===== config.mk =====
export PLATFORM = sky130hd
export DESIGN_NAME = capture_ctl
export DESIGN_NICKNAME = d
export VERILOG_FILES = /design/src/rtl/capture_ctl.sv
export SDC_FILE = /design/constraint.sdc
export NUM_CORES = 1
export LEC_CHECK = 0
export CELL_PAD_IN_SITES_DETAIL_PLACEMENT = 0
export CELL_PAD_IN_SITES_GLOBAL_PLACEMENT = 1
export CORE_UTILIZATION = 41
export CTS_CLUSTER_DIAMETER = 200
export DETAILED_ROUTE_END_ITERATION = 12
export PLACE_DENSITY_LB_ADDON = 0.1
export SETUP_SLACK_MARGIN = 0.15
export SYNTH_ARGS = -nofsm -noshare
export SYNTH_HDL_FRONTEND = slang
export SYNTH_SLANG_ARGS = --single-unit

===== constraint.sdc =====
create_clock -name clk -period 3.16 [get_ports clk]
set_input_delay 0.474 -clock clk [delete_from_list [all_inputs] [get_ports clk]]
set_output_delay 0.474 -clock clk [all_outputs]
set_load 0.1 [all_outputs]

===== src/rtl/capture_ctl.sv =====
// Capture engine: subsamples the stream, then runs arm/trigger/delay/post-count and ends with tlast.
// Optional per-beat acceptance timestamp output enabled by CAPTURE_CTL_TSTAMP_EN.
module capture_ctl #(
  parameter int SDW = 32,
  parameter int SCW = 32,
  parameter int SNW = 32
) (
  input  logic           clk,
  input  logic           rst_n,
  input  logic [SCW-1:0] cfg_div,
  input  logic [SNW-1:0] cfg_dly,
  input  logic [SNW-1:0] cfg_cnt,
  input  logic           ctl_arm,
  input  logic           ctl_abort,
  output logic           sts_armed,
  output logic           sts_trg,
  output logic           sts_done,
  output logic           sti_tready,
  input  logic           sti_tvalid,
  input  logic           sti_trigger,
  input  logic [SDW-1:0] sti_tdata,
  input  logic           sto_tready,
  output logic           sto_tvalid,
  output logic           sto_tlast,
  output logic           sto_trigger,
`ifdef CAPTURE_CTL_TSTAMP_EN
  output logic [SNW-1:0] sto_tstamp,
`endif
  output logic [SDW-1:0] sto_tdata
);

  typedef enum logic [2:0] {
    ST_IDLE  = 3'd0,
    ST_ARMED = 3'd1,
    ST_DELAY = 3'd2,
    ST_POST  = 3'd3,
    ST_DONE  = 3'd4
  } state_t;

  localparam logic [SCW-1:0] SC_ZERO = {SCW{1'b0}};
  localparam logic [SCW-1:0] SC_ONE  = {{(SCW-1){1'b0}}, 1'b1};
  localparam logic [SNW-1:0] SN_ZERO = {SNW{1'b0}};
  localparam logic [SNW-1:0] SN_ONE  = {{(SNW-1){1'b0}}, 1'b1};

  state_t         state_r, state_nx_s;
  logic [SCW-1:0] cfg_div_r, div_cnt_r;
  logic [SNW-1:0] cfg_dly_r, cfg_cnt_r, dly_cnt_r, post_cnt_r;
  logic           trg_pend_r;
  logic           sts_armed_r, sts_trg_r, sts_done_r;
  logic           sto_tvalid_r, sto_tlast_r, sto_trigger_r;
  logic [SDW-1:0] sto_tdata_r;
  logic           acc_s, active_s, keep_s, trg_hit_s;
  logic           arm_s, mark_s, last_s, to_dly_s, to_post_s;
`ifdef CAPTURE_CTL_TSTAMP_EN
  logic [SNW-1:0] ts_cnt_r, sto_tstamp_r;
  assign sto_tstamp = sto_tstamp_r;
`endif

  assign sti_tready  = !sto_tvalid_r | sto_tready;
  assign acc_s       = sti_tvalid & sti_tready;
  assign active_s    = (state_r == ST_ARMED) | (state_r == ST_DELAY) | (state_r == ST_POST);
  // Abort suppresses the beat accepted in the same cycle so nothing new enters the slice.
  assign keep_s      = acc_s & active_s & (div_cnt_r == SC_ZERO) & !ctl_abort;
  assign trg_hit_s   = trg_pend_r | sti_trigger;

  assign sts_armed   = sts_armed_r;
  assign sts_trg     = sts_trg_r;
  assign sts_done    = sts_done_r;
  assign sto_tvalid  = sto_tvalid_r;
  assign sto_tlast   = sto_tlast_r;
  assign sto_trigger = sto_trigger_r;
  assign sto_tdata   = sto_tdata_r;

  // Next-state and per-beat marker/last decode
  always_comb begin
    state_nx_s = state_r;
    arm_s      = 1'b0;
    mark_s     = 1'b0;
    last_s     = 1'b0;
    to_dly_s   = 1'b0;
    to_post_s  = 1'b0;
    if (ctl_abort) begin
      state_nx_s = ST_IDLE;
    end else begin
      case (state_r)
        ST_IDLE, ST_DONE: begin
          if (ctl_arm) begin
            arm_s      = 1'b1;
            state_nx_s = ST_ARMED;
          end else begin
            state_nx_s = state_r;
          end
        end
        ST_ARMED: begin
          if (keep_s && trg_hit_s) begin
            if (cfg_dly_r == SN_ZERO) begin
              mark_s = 1'b1;
            end else begin
              to_dly_s   = 1'b1;
              state_nx_s = ST_DELAY;
            end
          end else begin
            state_nx_s = state_r;
          end
        end
        ST_DELAY: begin
          if (keep_s && (dly_cnt_r == SN_ONE)) begin
            mark_s = 1'b1;
          end else begin
            state_nx_s = state_r;
          end
        end
        ST_POST: begin
          // The beat that takes post_cnt to zero closes the capture.
          if (keep_s && (post_cnt_r == SN_ONE)) begin
            last_s     = 1'b1;
            state_nx_s = ST_DONE;
          end else begin
            state_nx_s = state_r;
          end
        end
        default: begin
          state_nx_s = ST_IDLE;
        end
      endcase
      if (mark_s) begin
        if (cfg_cnt_r == SN_ZERO) begin
          last_s     = 1'b1;
          state_nx_s = ST_DONE;
        end else begin
          to_post_s  = 1'b1;
          state_nx_s = ST_POST;
        end
      end else begin
        to_post_s = 1'b0;
      end
    end
  end

  // State register, status flags and capture counters
  always_ff @(posedge clk or negedge rst_n) begin
    if (!rst_n) begin
      state_r     <= ST_IDLE;
      cfg_div_r   <= SC_ZERO;
      cfg_dly_r   <= SN_ZERO;
      cfg_cnt_r   <= SN_ZERO;
      div_cnt_r   <= SC_ZERO;
      dly_cnt_r   <= SN_ZERO;
      post_cnt_r  <= SN_ZERO;
      trg_pend_r  <= 1'b0;
      sts_armed_r <= 1'b0;
      sts_trg_r   <= 1'b0;
      sts_done_r  <= 1'b0;
`ifdef CAPTURE_CTL_TSTAMP_EN
      ts_cnt_r    <= SN_ZERO;
`endif
    end else begin
      state_r     <= state_nx_s;
      sts_armed_r <= (state_nx_s == ST_ARMED) | (state_nx_s == ST_DELAY) | (state_nx_s == ST_POST);
      sts_done_r  <= (state_nx_s == ST_DONE);
      if (arm_s) begin
        cfg_div_r  <= cfg_div;
        cfg_dly_r  <= cfg_dly;
        cfg_cnt_r  <= cfg_cnt;
        div_cnt_r  <= SC_ZERO;
        dly_cnt_r  <= SN_ZERO;
        post_cnt_r <= SN_ZERO;
        trg_pend_r <= 1'b0;
        sts_trg_r  <= 1'b0;
`ifdef CAPTURE_CTL_TSTAMP_EN
        ts_cnt_r   <= SN_ZERO;
`endif
      end else if (ctl_abort) begin
        trg_pend_r <= 1'b0;
      end else begin
        if (acc_s && active_s) begin
          div_cnt_r <= (div_cnt_r == SC_ZERO) ? cfg_div_r : (div_cnt_r - SC_ONE);
`ifdef CAPTURE_CTL_TSTAMP_EN
          ts_cnt_r  <= ts_cnt_r + SN_ONE;
`endif
        end
        if ((state_r == ST_ARMED) && keep_s && trg_hit_s) begin
          trg_pend_r <= 1'b0;
        end else if ((state_r == ST_ARMED) && acc_s && sti_trigger) begin
          trg_pend_r <= 1'b1;
        end
        if (to_dly_s) begin
          dly_cnt_r <= cfg_dly_r;
        end else if (keep_s && (state_r == ST_DELAY)) begin
          dly_cnt_r <= dly_cnt_r - SN_ONE;
        end
        if (to_post_s) begin
          post_cnt_r <= cfg_cnt_r;
        end else if (keep_s && (state_r == ST_POST)) begin
          post_cnt_r <= post_cnt_r - SN_ONE;
        end
        if (mark_s) begin
          sts_trg_r <= 1'b1;
        end
      end
    end
  end

  // Output register slice; payload holds until the downstream takes it
  always_ff @(posedge clk or negedge rst_n) begin
    if (!rst_n) begin
      sto_tvalid_r  <= 1'b0;
      sto_tlast_r   <= 1'b0;
      sto_trigger_r <= 1'b0;
      sto_tdata_r   <= {SDW{1'b0}};
`ifdef CAPTURE_CTL_TSTAMP_EN
      sto_tstamp_r  <= SN_ZERO;
`endif
    end else if (keep_s) begin
      sto_tvalid_r  <= 1'b1;
      sto_tlast_r   <= last_s;
      sto_trigger_r <= mark_s;
      sto_tdata_r   <= sti_tdata;
`ifdef CAPTURE_CTL_TSTAMP_EN
      sto_tstamp_r  <= ts_cnt_r;
`endif
    end else if (sto_tready) begin
      sto_tvalid_r  <= 1'b0;
    end
  end

endmodule

==> flow_metrics.env, run 1 <==
export IMPL_run_status="completed"
export IMPL_dp_cells=1787
export IMPL_hold_class="input port to flip-flop"
export IMPL_utilization=0.536
export IMPL_layout_common_cells="nand2_1 (334), dfrtp_1 (234), clkdlybuf4s50_1 (134)"
export IMPL_dp_hpwl_um=21000
export IMPL_io_buffers=173
export IMPL_die_area_mm2=0.0286
export IMPL_maxClockFrequency_mhz=364
export IMPL_final_setup_skew_ns=0.0107
export IMPL_grt_pass1_vias=9576
export IMPL_slew_viol_final=0
export IMPL_synthCells=1277
export IMPL_synthTopCellsByArea="dfrtp_1 (51%), nand2_1 (11%), o21ai_0 (3.8%), mux2_2 (3.6%), nor4_1 (3.6%)"
export IMPL_tightestPinTransition_ns=0.973
export IMPL_crit_path_max_fanout=7
export IMPL_fin_area_mm2=0.0146
export IMPL_area_growth_pct=27.3
export IMPL_antenna_found_initial=0
export IMPL_synth_top_area_share=0.512
export IMPL_initial_core_util=0.421
export IMPL_leakage_nw=6.76
export IMPL_wl_per_cell_um=16.7
export IMPL_clk_latency_ns=0.54
export IMPL_cts_resized_gates=0
export IMPL_synthesis_nets=1417
export IMPL_crit_cells=9
export IMPL_chipWidth_um=169
export IMPL_ir_drop_mv=0.968
export IMPL_crit_path_cell_trace="inv_1 -> ha_1 -> nor3b_2 -> buf_4 -> and4_1 -> nand4_1 -> nor4_1 -> xnor2_1 -> a211oi_1"
export IMPL_power_mw=14.9
export IMPL_h_tree_depth=1
export IMPL_synth_flop_cell="dfrtp_1"
export IMPL_critPathTopFamily="simple AND/OR/NAND/NOR gates"
export IMPL_wl_um=30800
export IMPL_vias=9740
export IMPL_reg2reg_from="div_cnt_r[0]"
export IMPL_routabilityCongestion=0.863
export IMPL_synth_seq_cells=234
export IMPL_cts_setup_buffers=0
export IMPL_slowest_delay_ns=0.42
export IMPL_ys_seq_area_frac=0.512
export IMPL_syn_area_per_cell_um2=8.96
export IMPL_rrSetupSlack_ns=0.41
export IMPL_cp_start_kind="flip-flop"
export IMPL_core_mm2=0.0272
export IMPL_grt_max_degree=79
export IMPL_timing_hold_ws_ns=0.459
export IMPL_slowest_stage="nor4_1"
export IMPL_ant_nets=0
export IMPL_p_per_area_mw_per_mm2=1020
export IMPL_yosysWarnings=0
export IMPL_numCtsBuffers=27
export IMPL_stdcell_count=1838
export IMPL_ff2ff_path_depth=9
export IMPL_vias_per_cell=5.30
export IMPL_setup_worst_path_end="dly_cnt_r[12]"
export IMPL_crit_path_start="div_cnt_r[0]"
export IMPL_final_common_cell="nand2_1"
export IMPL_end_kind="flip-flop"
export IMPL_clock_sinks=234
export IMPL_cap_violations=0
export IMPL_floorplan_io_pins=174
export IMPL_clk_pin_slew_ns=0.06
export IMPL_hp_start="cfg_cnt[16]"
export IMPL_rsz0062_at_grt="false"
export IMPL_netlist_area_mm2=0.0114
export IMPL_worst_path_buf_inv=2
export IMPL_firstDrtPassIters=5
export IMPL_setup_viol=0
export IMPL_drtIter0Drc=575
export IMPL_rr_endpoint="dly_cnt_r[12]"
export IMPL_clockBufferDepth=3
export IMPL_grt_ovfl_total=0
export IMPL_grt_pass1_wl_um=50800
export IMPL_drive_above_1_share=0.127
export IMPL_cts_tree="yes"
export IMPL_ctsHoldBuffers=1
export IMPL_rows=60
export IMPL_place_area_mm2=0.0136
export IMPL_ys_async_sr_fraction=1.00
export IMPL_setup_slack_ns=0.410
export IMPL_synth_edff_count=0
export IMPL_slew_headroom=0.350
export IMPL_finalNetCount=1585
export IMPL_tns_ns=0
export IMPL_post_route_drc_count=0
export IMPL_path_class="flip-flop to flip-flop"
export IMPL_die_h_um=169
export IMPL_hold_viol_final=0
export IMPL_finalCritPeriodShare=0.870
export IMPL_fin_crit_ns=2.75
export IMPL_grt_usage=0.220
export IMPL_synth_area_leader_cell="dfrtp_1"
export IMPL_crit_arrival_ns=3.19
export IMPL_synthDistinctLibCells=65
export IMPL_root_buffer="clkbuf_16"
export IMPL_required_ns=3.60
export IMPL_dp_slack_ns=0.129
export IMPL_diodes=0
kinds of logic after synthesis:
family	synth area share
AO/OA/AOI/OAI	0.108
XOR/XNOR	0.0383
adder cells (fa/ha/maj)	0.00547
buffers and inverters	0.0298
flip-flops	0.512
multiplexers	0.0377
AND/OR/NAND/NOR	0.269
synth_stat cells, types with 3 or more instances:
cell type and count:
mux2_2 37, nand4_1 23, nor4_1 65, buf_1 6
xor2_1 6, ha_1 5, nand2_1 334, a211oi_1 25
nand2b_1 8, inv_1 12, or4_1 14, nand3_1 18
o211ai_1 3, dfrtp_1 234, nor2_1 83, clkbuf_1 62
a21oi_1 71, nor3_1 47, nor3b_1 4, or2_2 6
buf_2 5, o31ai_1 3, nand4b_1 3, xnor2_1 44
or3_1 13, nor2b_1 4, nor4_4 4, o21ai_0 87
and3_1 7
power by group:
group	switching, mW	internal (mW)	leakage [nW]
registers	0.653	3.71	3.09
clock network	1.25	1.92	0.455
logic	4.93	2.41	3.22
routing by layer:
| metal | wire (um) | GRT usage | vias up |
|---|---|---|---|
| met2 | 13600 | 0.345 | 264 |
| met5 | 0 | 0 | - |
| li1 | - | - | 4798 |
| met3 | 1830 | 0.0423 | 42 |
| met1 | 14600 | 0.313 | 4636 |
| met4 | 727 | 0.0564 | 0 |
how the worst min path moves through the flow:
stage	endpoint	cells after the start
floorplan	cfg_cnt_r[0]	0
CTS	cfg_cnt_r[27]	3
finish	cfg_cnt_r[16]	3
global route	cfg_cnt_r[27]	3
detailed placement	div_cnt_r[10]	1
global placement	cfg_div_r[2]	2
layout make-up:
class | instances | area, um^2
fillers | 2602 | 12600
flip-flops and latches | 234 | 5860
clock buffers | 39 | 801
clock inverters | 11 | 111
multi-input cells | 956 | 5270
well taps | 372 | 465
repair buffers | 213 | 2010
inverters | 13 | 50.0
flip-flops by register name (all words and copies together) (netlist names), 3 cells and up:
signal      cells
cfg_cnt_r      32
cfg_div_r      32
cfg_dly_r      32
div_cnt_r      32
dly_cnt_r      32
post_cnt_r     32
state_r         3
sto_tdata      32
tightest hold or removal path, cell delays in order:
cell and delay (ns):
clkdlybuf4s50_1 0.39, nand2_1 0.05, nand2_1 0.04
(Power assumes the default switching activity.)
==> run 2, diff against run 1 <==
PLACE_DENSITY_LB_ADDON = 0.2   (was 0.1)
==> run 2 against run 1 <==
Non-clock buffer count increased by 3. Die area unchanged. Sequential share of layout area increased by 0.13 points. Maximum frequency decreased by 1.8%. Global-route usage decreased by 0.14 points. Power decreased by 0.78%. Core utilization decreased by 0.17 points. Largest power group unchanged. Flip-flop and latch count unchanged.
==> flow_metrics.env, run 2 (same netlist as run 1, synthesis figures left out) <==
export IMPL_final_setup_skew_ns=0.0127
export IMPL_diodes=0
export IMPL_finalNetCount=1588
export IMPL_end_kind="flip-flop"
export IMPL_cts_setup_buffers=0
export IMPL_setup_viol=0
export IMPL_ir_drop_mv=0.718
export IMPL_slew_viol_final=0
export IMPL_p_per_area_mw_per_mm2=1020
export IMPL_vias_per_cell=5.30
export IMPL_utilization=0.534
export IMPL_layout_common_cells="nand2_1 (334), dfrtp_1 (234), clkdlybuf4s50_1 (136)"
export IMPL_finalCritPeriodShare=0.886
export IMPL_die_h_um=169
export IMPL_firstDrtPassIters=5
export IMPL_fin_crit_ns=2.80
export IMPL_path_class="flip-flop to flip-flop"
export IMPL_rsz0062_at_grt="false"
export IMPL_chipWidth_um=169
export IMPL_cp_start_kind="flip-flop"
export IMPL_required_ns=3.62
export IMPL_root_buffer="clkbuf_16"
export IMPL_routabilityCongestion=0.870
export IMPL_vias=9750
export IMPL_tns_ns=0
export IMPL_wl_um=30700
export IMPL_clk_latency_ns=0.54
export IMPL_crit_path_cell_trace="inv_1 -> ha_1 -> nor3b_2 -> buf_4 -> nand4_2 -> or3_1 -> or4_4 -> mux2_4 -> a21oi_1"
export IMPL_clock_sinks=234
export IMPL_drive_above_1_share=0.125
export IMPL_cts_tree="yes"
export IMPL_numCtsBuffers=27
export IMPL_antenna_found_initial=1
export IMPL_crit_arrival_ns=3.26
export IMPL_wl_per_cell_um=16.7
export IMPL_floorplan_io_pins=174
export IMPL_leakage_nw=6.75
export IMPL_slowest_delay_ns=0.57
export IMPL_area_growth_pct=26.9
export IMPL_dp_cells=1790
export IMPL_post_route_drc_count=0
export IMPL_tightestPinTransition_ns=0.976
export IMPL_die_area_mm2=0.0286
export IMPL_grt_pass1_wl_um=50600
export IMPL_cap_violations=0
export IMPL_io_buffers=173
export IMPL_fillers=2557
export IMPL_dp_hpwl_um=20600
export IMPL_clockBufferDepth=3
export IMPL_stdcell_count=1840
export IMPL_hold_class="input port to flip-flop"
export IMPL_crit_path_max_fanout=8
export IMPL_grt_ovfl_total=0
export IMPL_grt_max_degree=134
export IMPL_initial_core_util=0.421
export IMPL_slew_headroom=0.347
export IMPL_grt_pass1_vias=9691
export IMPL_maxClockFrequency_mhz=357
export IMPL_hold_viol_final=0
export IMPL_run_status="completed"
export IMPL_timing_hold_ws_ns=0.462
export IMPL_rows=60
export IMPL_ant_nets=0
export IMPL_grt_usage=0.219
export IMPL_clk_pin_slew_ns=0.06
export IMPL_drtIter0Drc=690
export IMPL_slowest_stage="or4_4"
export IMPL_core_mm2=0.0272
export IMPL_h_tree_depth=1
export IMPL_final_common_cell="nand2_1"
## run 2: cell count changes in the layout (fill, tap and decap cells not counted), sizes merged
cell and change:
clkbuf +2, clkdlybuf4s50 +2, clkinvlp -1, buf +1, bufinv -2
## run 2: final timing paths
check	start	to	slack, ns	cells after the start
min	cfg_dly[14]	cfg_dly_r[14]	0.46	3
min in group asynchronous	rst_n	cfg_div_r[13]	0.56	2
max in group asynchronous	rst_n	post_cnt_r[25]	1.78	3
max reg2reg	div_cnt_r[0]	dly_cnt_r[31]	0.36	9
min reg2reg	cfg_div_r[19]	cfg_div_r[19]	0.47	2
max	div_cnt_r[0]	dly_cnt_r[31]	0.36	9
## run 2: critical path: cells and delay by family, from the launching register on
family	cells	cell delay, ns
compound gates	1	0.13
fa+ha+maj	1	0.19
buf+inv	2	0.30
flops	1	0.42
mux	1	0.31
simple gates	4	1.37
## run 2: stage by stage
stage               setup slack, ns  power, mW  area (um^2)
floorplan                     0.209       9.39        11400
global placement              0.225       11.7        13600
detailed placement            0.161       11.8        13600
CTS                           0.329       14.8        14500
global route                  0.159       15.7        14500
finish                        0.360       14.7        14500
## run 2: layout make-up
class                   instances  area [um^2]  area share
flip-flops and latches        234         5860       0.403
clock inverters                 8         43.8     0.00302
multi-input cells             956         5270       0.363
clock buffers                  41          808      0.0557
well taps                     372          465      0.0321
inverters                      13         50.0     0.00345
repair buffers                216         2020       0.139
## run 2: repair_timing
| item | 4_1_cts | 5_1_grt |
|---|---|---|
| resized for setup | 0 | 1 |
| hold buffers | 1 | 0 |
| hold endpoints to repair | 45 | 0 |
| setup endpoints to repair | 0 | 2 |
## run 2: per-layer routing
layer  part of all wire  vias to the layer above  track usage
met4              0.023                        2       0.0584
met3              0.057                       53       0.0412
met2               0.45                      241        0.345
li1                   -                     4790            -
met5            0.00042                        -            0
met1               0.47                     4664        0.308
## run 2: power by group
group	internal, mW	switching (mW)
combinational	2.43	4.97
clock	1.75	1.23
sequential	3.71	0.657
total	7.89	6.85
